### config.mk
export PLATFORM = sky130hd
export DESIGN_NAME = store_buffer
export DESIGN_NICKNAME = d
export VERILOG_FILES = /design/src/rtl/stbuf_pkg.sv /design/src/rtl/stbuf_match.sv /design/src/rtl/store_buffer.sv
export SDC_FILE = /design/constraint.sdc
export NUM_CORES = 1
export LEC_CHECK = 0
export BUFFER_PORTS_ARGS = -buffer_cell sky130_fd_sc_hd__buf_2
export CAP_MARGIN = 40
export CORE_MARGIN = 2
export CORE_UTILIZATION = 50
export CTS_CLUSTER_SIZE = 20
export DETAILED_ROUTE_END_ITERATION = 10
export PLACE_DENSITY = 0.67
export SYNTH_ARGS = -nofsm -noshare
export SYNTH_HDL_FRONTEND = slang
export SYNTH_SLANG_ARGS = --single-unit
### constraint.sdc
create_clock -name clk -period 8.8 [get_ports clk]
set_input_delay 2.64 -clock clk [delete_from_list [all_inputs] [get_ports clk]]
set_output_delay 2.64 -clock clk [all_outputs]
set_load 0.02 [all_outputs]
### src/rtl/stbuf_pkg.sv
// Shared types and defaults for the store buffer: entry payload and drain-mode FSM states.
package stbuf_pkg;

    localparam int unsigned DEPTH_DEF = 4;
    localparam int unsigned AW_DEF    = 32;
    localparam int unsigned DW        = 32;

    // Entry address is held at the default width; instances use AW <= AW_DEF.
    typedef struct packed {
        logic [AW_DEF-1:0] addr;
        logic [DW-1:0]     data;
    } stbuf_entry_t;

    typedef enum logic {
        NORMAL = 1'b0,
        FLUSH  = 1'b1
    } stbuf_state_e;

endpackage

### src/rtl/stbuf_match.sv
// Word-address compare of a load against every live entry; reports the youngest hit.
module stbuf_match
    import stbuf_pkg::*;
#(
    parameter int unsigned DEPTH = DEPTH_DEF,
    parameter int unsigned WW    = AW_DEF - 2,
    localparam int unsigned PW   = $clog2(DEPTH),
    localparam int unsigned CW   = PW + 1
) (
    input  logic [WW-1:0] waddr [DEPTH],
    input  logic [PW-1:0] head,
    input  logic [CW-1:0] count,
    input  logic [WW-1:0] ld_waddr,
    output logic          hit,
    output logic [PW-1:0] hit_idx
);

    // Walk oldest to youngest so the last match found is the youngest one.
    always_comb begin
        logic [PW-1:0] idx;
        hit     = 1'b0;
        hit_idx = '0;
        idx     = '0;
        for (int unsigned i = 0; i < DEPTH; i++) begin
            idx = head + PW'(i);
            if ((CW'(i) < count) && (waddr[idx] == ld_waddr)) begin
                hit     = 1'b1;
                hit_idx = idx;
            end
        end
    end

endmodule

### src/rtl/store_buffer.sv
// Circular store buffer between MEM stage and data memory; loads take the memory port first.
// Define STBUF_FWD_EN to forward buffered data to hitting loads instead of stalling them.
module store_buffer
    import stbuf_pkg::*;
#(
    parameter int unsigned DEPTH = DEPTH_DEF,
    parameter int unsigned AW    = AW_DEF
) (
    input  logic          clk,
    input  logic          rst,
    input  logic          st_valid,
    input  logic [AW-1:0] st_addr,
    input  logic [31:0]   st_data,
    output logic          st_ready,
    input  logic          ld_valid,
    input  logic [AW-1:0] ld_addr,
    output logic [31:0]   ld_data,
    output logic          ld_stall,
    input  logic          drain_req,
    output logic          empty,
    output logic          MemRead,
    output logic          MemWrite,
    output logic [AW-1:0] addr,
    output logic [31:0]   wd,
    input  logic [31:0]   rd
);

    localparam int unsigned PW = $clog2(DEPTH);
    localparam int unsigned CW = PW + 1;
    localparam int unsigned WW = AW - 2;

    stbuf_entry_t entries_q [DEPTH];
    logic [PW-1:0] head_q;
    logic [PW-1:0] tail_q;
    logic [CW-1:0] count_q;
    stbuf_state_e  state_q;
    stbuf_state_e  state_d;

    logic [WW-1:0] waddr [DEPTH];
    logic          hit;
    logic [PW-1:0] hit_idx;
    logic          push;
    logic          pop;
    logic          mem_rd;

    always_comb begin
        for (int unsigned i = 0; i < DEPTH; i++) begin
            waddr[i] = entries_q[i].addr[AW-1:2];
        end
    end

    stbuf_match #(
        .DEPTH (DEPTH),
        .WW    (WW)
    ) u_match (
        .waddr    (waddr),
        .head     (head_q),
        .count    (count_q),
        .ld_waddr (ld_addr[AW-1:2]),
        .hit      (hit),
        .hit_idx  (hit_idx)
    );

    // Port arbitration: a load that misses owns memory, otherwise the head drains.
    always_comb begin
        mem_rd   = ld_valid && !hit && !rst;
        pop      = !mem_rd && (count_q != '0) && !rst;
        st_ready = (count_q < CW'(DEPTH)) && (state_q == NORMAL);
        push     = st_valid && st_ready;
        empty    = (count_q == '0);
        MemRead  = mem_rd;
        MemWrite = pop;
        addr     = '0;
        wd       = '0;
        if (mem_rd) begin
            addr = ld_addr;
        end else if (pop) begin
            addr = AW'(entries_q[head_q].addr);
            wd   = entries_q[head_q].data;
        end
        // While stalled the returned data is a don't-care.
        ld_data = (ld_valid && hit) ? entries_q[hit_idx].data : rd;
`ifdef STBUF_FWD_EN
        ld_stall = 1'b0;
`else
        ld_stall = ld_valid && hit;
`endif
    end

    always_comb begin
        state_d = state_q;
        case (state_q)
            NORMAL: if (drain_req) state_d = FLUSH;
            FLUSH:  if ((count_q == '0) && !drain_req) state_d = NORMAL;
        endcase
    end

    always_ff @(posedge clk) begin
        if (rst) begin
            head_q  <= '0;
            tail_q  <= '0;
            count_q <= '0;
            state_q <= NORMAL;
        end else begin
            state_q <= state_d;
            if (push) begin
                entries_q[tail_q] <= '{addr: AW_DEF'(st_addr), data: st_data};
                tail_q            <= tail_q + PW'(1);
            end
            if (pop) begin
                head_q <= head_q + PW'(1);
            end
            count_q <= count_q + CW'(push) - CW'(pop);
        end
    end

endmodule

==> impl_metrics.yaml <==
status:
  status: "finished clean"
layout:
  synthToLayoutAreaGrowth_pct: 15.36
  fill_cells: 2873
  design.final.nets: 1740
  final_layout_size_suffix_gt1_share_pct: 32.14
critical_path:
  critical_path.max_stage_delay_ns: 0.58
  crit_required_ns: 6.16
  critical_path.most_common_cell: "buf_2"
  critPathMaxFanout: 31
  endpoint_kind: "primary output"
  timing.critical_path.from_type: "input port"
  cpMaxStageDelayCell: "or4_4"
  worst-r2r-setup-slack_ns: 3.55
  crit_arrival_ns: 6.04
  critical_path_class: "input port to primary output"
  crit_chain: "buf_2 > a221oi_1 > a22oi_1 > or4_1 > or4_4 > a211oi_4 > or2_2 > buf_12 > o221ai_1 > a211oi_1 > o31a_1 > buf_2"
sta:
  final_count_of_negative_setup_slack_endpoints: 0
  timing.final.crit_share_pct: 98.60
  post-route-min-period_ns: 8.677
  clock_skew_ns: 0.009297
  maxSlewHeadroom_pct: 45.97
  max_slew.worst_pin.slew_ns: 0.8105
  hold_viol_final: 0
  timing_max_transition_violations_final: 0
  rsz_0062_raised_after_global_routing: "no"
  worst_case_setup_margin_in_the_final_layout_ns: 0.1233
  timing.fmax_ghz: 0.1153
  timing.setup.tns_ns: 0
cts:
  htree_num_levels: 1
  clock_sinks: 266
  root_buffer: "clkbuf_16"
  tritoncts: "done"
  inserted_clock_buffers: 31
  clock_path_buffers: 3
  clkLatencyLatePin_ns: 0.59
  postCtsSetupBuffers: 0
  cts.reportedPaths.clkPinSlew_ns: 0.06
drt:
  drc_violations_left: 0
  routedWlPerCell_microns: 27.28
  vias_per_cell: 6.972
  drt_wl_total_microns: 57040
  route.antenna.remaining_nets: 0
  drt-pass1-iter-count: 6
  drt_iter0_markers: 1529
  vias: 14579
place:
  finalWeightedCongestion: 0.9515
  detailedPlacementHpwl_microns: 37710
  dp_slack_ns: 0.1232
  placement.io_buffers: 233
grt:
  antenna_violations_before_repair: 11
  grt_start_max_net_pins: 103
  via_count_of_the_first_global_routing_pass: 14115
  grt_first_pass_wirelength_microns: 86420
  grt-ovfl-total: 0
  grt_util_all_layers_pct: 29.26
yosys:
  dominantRegCellSynth: "edfxtp_1"
  ys_types: 67
  yosysSeqAreaShare_pct: 43.20
  syn_nets: 1568
  ys_warn_count: 0
  postSynthCellCount: 1427
  synth_area_sq_um: 18260
  synth-edff-count: 256
  asyncSetResetFlopFracSynth_pct: 0
  syn_avg_cell_area_sq_um: 12.80
  synth.ff_latch_count: 266
min_path:
  worstHoldPathType: "flop to flop"
floorplanning:
  rows: 69
  design.portCount: 234
  die_area_sq_um: 38060
  placeableCoreArea_sq_um: 35740
  die-width_microns: 195.1
  die_height_microns: 195.1
  starting_density_of_the_core_pct: 51.09
flow_run:
  cap_violations: 0
power_and_ir_drop:
  ir_drop_v: 0.0001658
  power_leakage_uw: 0.006741
  power.density_cell_area_nw_per_um2: 193.6
-- cell families (layout without fill, tap and decap cells) --
group	after synthesis	after routing	share of synthesized area, %
fa+ha+maj	8	8	0.5893
buf+inv	172	368	4.433
simple gates	236	236	7.592
other cells	0	6	0
flops	266	266	43.20
xor+xnor	99	99	4.749
compound gates	428	429	19.80
mux	218	218	19.65
-- power by group --
group / total, uW / internal [uW] / leakage, uW / switching, uW
Clock: 1320 / 784 / 0.000490 / 536
Combinational: 1230 / 533 / 0.00385 / 695
Sequential: 1530 / 1450 / 0.00240 / 80.9
-- synthesized netlist by cell type (10+ instances only) --
library cell | instances | area, sq um
edfxtp_1 | 256 | 7687
o221ai_1 | 134 | 1174
mux4_2 | 111 | 2500
clkbuf_1 | 102 | 382.9
a211oi_1 | 100 | 750.7
mux2i_1 | 94 | 940.9
xnor2_1 | 76 | 665.6
nor2b_1 | 69 | 431.7
and2_1 | 38 | 237.7
a22o_1 | 34 | 297.8
o31a_1 | 34 | 297.8
nand2b_1 | 33 | 206.5
a211oi_2 | 31 | 387.9
nor2_1 | 25 | 93.84
xor2_1 | 23 | 201.4
nand2_1 | 21 | 78.83
buf_2 | 20 | 100.1
o21ai_0 | 19 | 95.09
inv_1 | 16 | 60.06
buf_6 | 15 | 168.9
a21oi_1 | 13 | 65.06
nand4_1 | 13 | 81.33
buf_1 | 12 | 45.04
mux2_2 | 11 | 123.9
nand3_1 | 11 | 55.05
o22ai_1 | 11 | 68.82
dfxtp_1 | 10 | 200.2
-- placed cells by master (no fill, tap or decap), types with 15 or more instances in the layout --
cell type / instances
edfxtp_1: 256
buf_2: 233
o221ai_1: 134
mux4_2: 111
a211oi_1: 99
mux2i_1: 94
xnor2_1: 76
nor2b_1: 69
buf_4: 46
o31a_1: 34
a22o_1: 34
and2_1: 34
nand2b_1: 33
a211oi_2: 31
clkbuf_16: 31
nor2_1: 24
xor2_1: 23
nand2_1: 21
o21ai_0: 19
inv_1: 15
-- stage by stage --
| step | hold WS, ns | instance area [sq um] | std cells | util [%] | power [uW] |
|---|---|---|---|---|---|
| after floorplan | 0.4521 | 18260 | 1427 | - | 2419 |
| after global placement | 0.4683 | 19910 | 2023 | 55.69 | 2739 |
| after detailed placement | 0.4816 | 19970 | 2026 | 55.87 | 2768 |
| after CTS | 0.4967 | 21010 | 2084 | 58.79 | 4083 |
| after global routing | 0.5174 | 21060 | 2088 | 58.91 | 4232 |
| final | 0.4976 | 21060 | 2091 | 58.93 | 4078 |
-- final timing paths --
| kind | startpoint | to | depth (start not counted) |
|---|---|---|---|
| min | state_q | state_q | 2 |
| max reg2reg | head_q[0] | count_q[2] | 18 |
| min reg2reg | state_q | state_q | 2 |
| max | ld_addr[21] | ld_data[0] | 12 |
-- per-layer routing --
layer	vias up	global-route usage, %	part of all wire [%]
met1	7354	40.72	41
li1	6288	-	-
met3	120	5.838	9.5
met5	-	0	0.081
met4	8	8.991	2.9
met2	809	46.48	47
-- critical path, delay by kind of cell --
family	cells	cell delay [ns]
AOI/OAI and AO/OA	6	1.53
and+or+nand+nor	3	1.28
buffers and inverters	3	0.58
-- timing repair --
item	CTS	global route
endpoints found under the hold margin	0	0
resized for setup	0	5
setup endpoints to repair	0	32
hold buffers	0	0
-- state kept, by name (all words and copies together), names as in the netlist, named ones only --
| name | cells |
|---|---|
| entries_q | 256 |
| head_q | 2 |
| count_q | 3 |
| state_q | 1 |
| tail_q | 2 |
-- cell type report --
cell class                 count  area [sq um]  area share, %
timing repair buffer         294          1814          8.613
multi-input combinational    990          9651          45.82
sequential                   266          7903          37.52
clock inverter                18         215.2          1.022
antenna                        6         15.01        0.07128
tap                          461         576.8          2.738
clock buffer                  40         829.5          3.938
inverter                      16         60.06         0.2851
(Power assumes the default switching activity.)
